`config.mk`:
```
export PLATFORM = sky130hd
export DESIGN_NAME = fifo_stream_drain
export DESIGN_NICKNAME = d
export VERILOG_FILES = /design/src/rtl/fifo_stream_drain_pkg.sv /design/src/rtl/fifo_stream_drain_obuf.sv /design/src/rtl/fifo_stream_drain.sv
export SDC_FILE = /design/constraint.sdc
export NUM_CORES = 1
export LEC_CHECK = 0
export ABC_AREA = 1
export CORE_MARGIN = 3
export CORE_UTILIZATION = 40
export DETAILED_ROUTE_END_ITERATION = 10
export SLEW_MARGIN = 10
export SYNTH_ARGS = -nofsm -noshare
export SYNTH_HDL_FRONTEND = slang
export SYNTH_SLANG_ARGS = --single-unit
```
`constraint.sdc`:
```
create_clock -name clk -period 3.15 [get_ports clk]
set_clock_uncertainty 0.05 [all_clocks]
set_input_delay 0.63 -clock clk [delete_from_list [all_inputs] [get_ports clk]]
set_output_delay 0.63 -clock clk [all_outputs]
set_load 0.02 [all_outputs]
```
`src/rtl/fifo_stream_drain_pkg.sv`:
```
// Shared types and sizing for the FIFO-to-AXI4-Stream drain block.
// Optional statistics are enabled by FIFO_STREAM_DRAIN_STATS_EN.
package fifo_stream_drain_pkg;

    typedef enum logic {
        IDLE  = 1'b0,
        BURST = 1'b1
    } state_t;

    localparam int BEAT_CNT_W = 9;
    localparam int OBUF_DEPTH = 2;
    localparam int OCC_W      = $clog2(OBUF_DEPTH + 1);

endpackage

```
`src/rtl/fifo_stream_drain_obuf.sv`:
```
// Two-entry {data, last} skid buffer feeding the stream outputs.
// Head entry is registered, so outputs carry no input-to-output path.
module fifo_stream_drain_obuf
    import fifo_stream_drain_pkg::*;
#(
    parameter int DATA_WIDTH = 32
) (
    input  logic                  clk,
    input  logic                  rst_n,
    input  logic                  push,
    input  logic [DATA_WIDTH-1:0] push_data,
    input  logic                  push_last,
    input  logic                  pop,
    output logic [DATA_WIDTH-1:0] head_data,
    output logic                  head_last,
    output logic [OCC_W-1:0]      occ
);

    logic [OBUF_DEPTH-1:0][DATA_WIDTH-1:0] data_q;
    logic [OBUF_DEPTH-1:0]                 last_q;
    logic                                  wr_ptr;
    logic                                  rd_ptr;

    assign head_data = data_q[rd_ptr];
    assign head_last = last_q[rd_ptr];

    always_ff @(posedge clk or negedge rst_n) begin
        if (!rst_n) begin
            data_q <= '0;
            last_q <= '0;
            wr_ptr <= 1'b0;
            rd_ptr <= 1'b0;
            occ    <= '0;
        end else begin
            if (push) begin
                data_q[wr_ptr] <= push_data;
                last_q[wr_ptr] <= push_last;
                wr_ptr         <= ~wr_ptr;
            end
            if (pop) begin
                rd_ptr <= ~rd_ptr;
            end
            unique case ({push, pop})
                2'b10:   occ <= occ + 1'b1;
                2'b01:   occ <= occ - 1'b1;
                default: occ <= occ;
            endcase
        end
    end

endmodule

```
`src/rtl/fifo_stream_drain.sv`:
```
// Drains a registered-output FIFO into fixed-length AXI4-Stream packets.
// Define FIFO_STREAM_DRAIN_STATS_EN to add beat/packet counters.
module fifo_stream_drain
    import fifo_stream_drain_pkg::*;
#(
    parameter int DATA_WIDTH = 32,
    parameter int BURST_LEN  = 4
) (
    input  logic                  clk,
    input  logic                  rst_n,
    input  logic                  enable,
    input  logic                  fifo_empty,
    input  logic [DATA_WIDTH-1:0] fifo_data,
    output logic                  fifo_rd,
    output logic                  m_tvalid,
    output logic [DATA_WIDTH-1:0] m_tdata,
    output logic                  m_tlast,
    input  logic                  m_tready,
    output logic                  busy
`ifdef FIFO_STREAM_DRAIN_STATS_EN
    ,
    output logic [31:0]           beat_total,
    output logic [31:0]           pkt_total
`endif
);

    state_t                state_q;
    state_t                state_d;
    logic [BEAT_CNT_W-1:0] beat_cnt;
    logic                  inflight;
    logic                  inflight_last;
    logic [OCC_W-1:0]      occ;
    logic                  pop;
    logic                  rd_last;
    logic                  may_read;
    logic [2:0]            fill;

    assign pop  = m_tvalid & m_tready;
    // Slots already claimed once this cycle's pop is accounted for.
    assign fill = 3'(occ) + 3'(inflight) - 3'(pop);

    always_comb begin
        may_read = 1'b0;
        unique case (1'b1)
            state_q == BURST: may_read = 1'b1;
            state_q == IDLE:  may_read = enable;
            default:          may_read = 1'b0;
        endcase
    end

    assign fifo_rd = !fifo_empty && may_read && (fill < 3'(OBUF_DEPTH));
    assign rd_last = fifo_rd &&
                     (beat_cnt == BEAT_CNT_W'(BURST_LEN - 1));

    always_comb begin
        state_d = state_q;
        unique case (state_q)
            IDLE: begin
                if (enable && !fifo_empty) begin
                    state_d = rd_last ? IDLE : BURST;
                end
            end
            BURST: begin
                if (rd_last) begin
                    state_d = IDLE;
                end
            end
            default: state_d = IDLE;
        endcase
    end

    always_ff @(posedge clk or negedge rst_n) begin
        if (!rst_n) begin
            state_q       <= IDLE;
            beat_cnt      <= '0;
            inflight      <= 1'b0;
            inflight_last <= 1'b0;
        end else begin
            state_q       <= state_d;
            inflight      <= fifo_rd;
            inflight_last <= rd_last;
            if (fifo_rd) begin
                beat_cnt <= rd_last ? '0 : beat_cnt + 1'b1;
            end
        end
    end

    fifo_stream_drain_obuf #(
        .DATA_WIDTH(DATA_WIDTH)
    ) u_obuf (
        .clk      (clk),
        .rst_n    (rst_n),
        .push     (inflight),
        .push_data(fifo_data),
        .push_last(inflight_last),
        .pop      (pop),
        .head_data(m_tdata),
        .head_last(m_tlast),
        .occ      (occ)
    );

    assign m_tvalid = (occ != '0);
    assign busy     = (state_q == BURST) | (occ != '0) | inflight;

`ifdef FIFO_STREAM_DRAIN_STATS_EN
    always_ff @(posedge clk or negedge rst_n) begin
        if (!rst_n) begin
            beat_total <= '0;
            pkt_total  <= '0;
        end else if (pop) begin
            beat_total <= beat_total + 32'd1;
            if (m_tlast) begin
                pkt_total <= pkt_total + 32'd1;
            end
        end
    end
`endif

endmodule
```
==> flow_metrics.env <==
export IMPL_ir_worst_vdd_mv=0.557
export IMPL_synth_area_mm2=0.00377
export IMPL_arrival_ps=2090
export IMPL_post_dp_hpwl_mm=5.09
export IMPL_synth_edff_count=0
export IMPL_syn2layout_area_growth_pct=26.0
export IMPL_grt_use_total_pct=16.2
export IMPL_drc=0
export IMPL_critical_path_class="reg -> out"
export IMPL_fin_nets=585
export IMPL_cts_buffer_depth=2
export IMPL_overflow=0
export IMPL_place_gp_congestion=0.868
export IMPL_fp_dieH_um=103
export IMPL_power_density_mw_per_mm2=1080
export IMPL_synth_warnings=0
export IMPL_synth_seq_cells=82
export IMPL_status="finished, final reports clean"
export IMPL_syn_num_nets=519
export IMPL_hp_class="in -> async"
export IMPL_finalSetupViolCount=0
export IMPL_slew_violations=0
export IMPL_syn_instance_count=480
export IMPL_async_reset_ff_share_pct=100
export IMPL_h_tree_depth=3
export IMPL_power_mw=5.13
export IMPL_wirelength_mm=7.99
export IMPL_maxCapViolCount=0
export IMPL_period_needed_ps=2770
export IMPL_yosysTopAreaCellShare_pct=54.4
export IMPL_vias_per_cell=4.69
export IMPL_dpl_cell_area_mm2=0.00455
export IMPL_power_leakage_nw=2.45
export IMPL_drt_iter0_drc=152
export IMPL_antenna_found_initial=0
export IMPL_required_ps=2470
export IMPL_path_max_fanout=4
export IMPL_finalCritPeriodShare_pct=87.8
export IMPL_path_clk_slew_ps=80
export IMPL_root_buffer="clkbuf_8"
export IMPL_synth_avg_cell_area_um2=7.86
export IMPL_start_util_pct=42.2
export IMPL_cts_tree="yes"
export IMPL_holdBufCountCts=0
export IMPL_fmaxAchievable_ghz=0.361
export IMPL_dr_pass1_iters=4
export IMPL_synth_most_common_cell="nand2_1"
export IMPL_crit_path_start_kind="flop"
export IMPL_layoutNonFillerInstCount=657
export IMPL_rows=34
export IMPL_synthTopCellsByCount="207 x nand2_1, 82 x dfrtp_1, 51 x inv_1"
export IMPL_cp_end_kind="output pin"
export IMPL_dieArea_mm2=0.0106
export IMPL_vias=3083
export IMPL_synth_top_cells_by_area="dfrtp_1 54%, nand2_1 21%, o21ai_0 5.3%, inv_1 5.1%, o21ai_1 3.4%"
export IMPL_cts_setup_buffers=0
export IMPL_placedCellCount=643
export IMPL_die_w_um=103
export IMPL_grt_max_degree=83
export IMPL_maxSlewHeadroom_pct=26.5
export IMPL_ys_types=22
export IMPL_post_place_ws_ps=-459
export IMPL_grt_pass1_vias=2914
export IMPL_yosysTopAreaCell="dfrtp_1"
export IMPL_drive_gt1_share_pct=5.65
export IMPL_core_area_mm2=0.00893
export IMPL_ys_seq_area_share_pct=54.4
export IMPL_setup_slack_ps=384
export IMPL_clk_latency_ps=340
export IMPL_rsz0062_at_grt="false"
export IMPL_clock_sinks=82
export IMPL_io_pins=73
export IMPL_wl_per_cell_um=12.2
export IMPL_grt_pass1_wl_mm=13.6
export IMPL_finish_instance_area_mm2=0.00476
export IMPL_worstMarginPinSlew_ps=1100
export IMPL_ant_nets=0
export IMPL_hold_violations=0
export IMPL_yosys_most_used_dff="dfrtp_1"
export IMPL_cts_made_buffers=9
export IMPL_io_buffers=72
export IMPL_antenna_cells=0
export IMPL_finalSetupTns_ps=0
-- through the flow --
| step | utilization, % | hold slack (ps) |
|---|---|---|
| final | 53.2 | 397 |
| after floorplan | - | 284 |
| after CTS | 53.1 | 440 |
| after global routing | 53.2 | 460 |
| after global placement | 50.9 | 414 |
| after detailed placement | 50.9 | 422 |
-- kinds of logic after synthesis --
logic type / share of synthesized area (%)
buffers and inverters: 8.79
adder cells (fa/ha/maj): 0.862
AND/OR/NAND/NOR: 25.1
flip-flops: 54.4
AO/OA/AOI/OAI: 9.68
XOR/XNOR: 1.16
-- path summary, 6_finish.rpt --
path	from	end	slack (ps)	cells after the start
min	rst_n	u_obuf.data_q[50]	400	1
min reg2reg	u_obuf.data_q[63]	u_obuf.data_q[63]	430	2
min in group clk	u_obuf.data_q[63]	u_obuf.data_q[63]	430	2
max	u_obuf.occ[0]	fifo_rd	380	10
max reg2reg	u_obuf.occ[0]	state_q	890	13
max in group asynchronous	rst_n	u_obuf.data_q[63]	1980	1
-- registers in the layout (all words and copies together), names as in the netlist --
name and count:
u_obuf.data_q 64, u_obuf.wr_ptr 1, inflight 1, u_obuf.last_q 2, u_obuf.rd_ptr 1, state_q 1
inflight_last 1, u_obuf.occ 2, beat_cnt 9
-- routing by layer --
metal	wire, um	GRT usage (%)	vias up
met5	0	0	-
met4	31	3.09	0
met3	421	5.14	2
met2	3610	25.1	63
met1	3920	22.6	1419
li1	-	-	1599
-- power by group --
part / switching (mW) / internal (mW)
clock network: 0.353 / 0.438
logic: 1.48 / 1.05
registers: 0.271 / 1.53
total: 2.10 / 3.02
-- cells in the final DEF, fill, tap and decap left out --
cell and count:
o21ai_0 39, o21ai_2 4, o21ai_1 27, xor2_1 5, dlymetal6s2s_1 1, clkinv_1 1, nand3b_1 1, inv_2 2
nand2_2 1, clkbuf_8 9, inv_6 1, nand2_1 206, inv_1 51, nor3_1 1, dfrtp_1 82, nor2_4 1
fa_1 1, nor2_1 17, ha_1 1, or2_4 1, nand3_1 14, clkinv_2 2, clkdlybuf4s50_1 69, bufinv_16 2
nand4_1 2, buf_4 8
-- final cells by class --
class	count	area, um2
flip-flops and latches	82	2050
clock inverters	5	78.8
multi-input cells	321	1400
repair buffers	78	763
fillers	874	4180
well taps	108	135
clock buffers	9	124
inverters	54	203
-- timing repair --
action / in CTS / in global routing
setup endpoints to repair: 1 / 1
endpoints found under the hold margin: 0 / 0
gates resized for setup: 5 / 4
-- critical path, cell delays in order, from the launching register on --
cell     delay [ps]
dfrtp_1         400
inv_1           110
nand3_1          90
o21ai_1         120
nand2_1          90
fa_1            480
inv_1            40
nor2_1           70
nand2_1          80
nor2_4          110
buf_4           150
(Power assumes the default switching activity.)
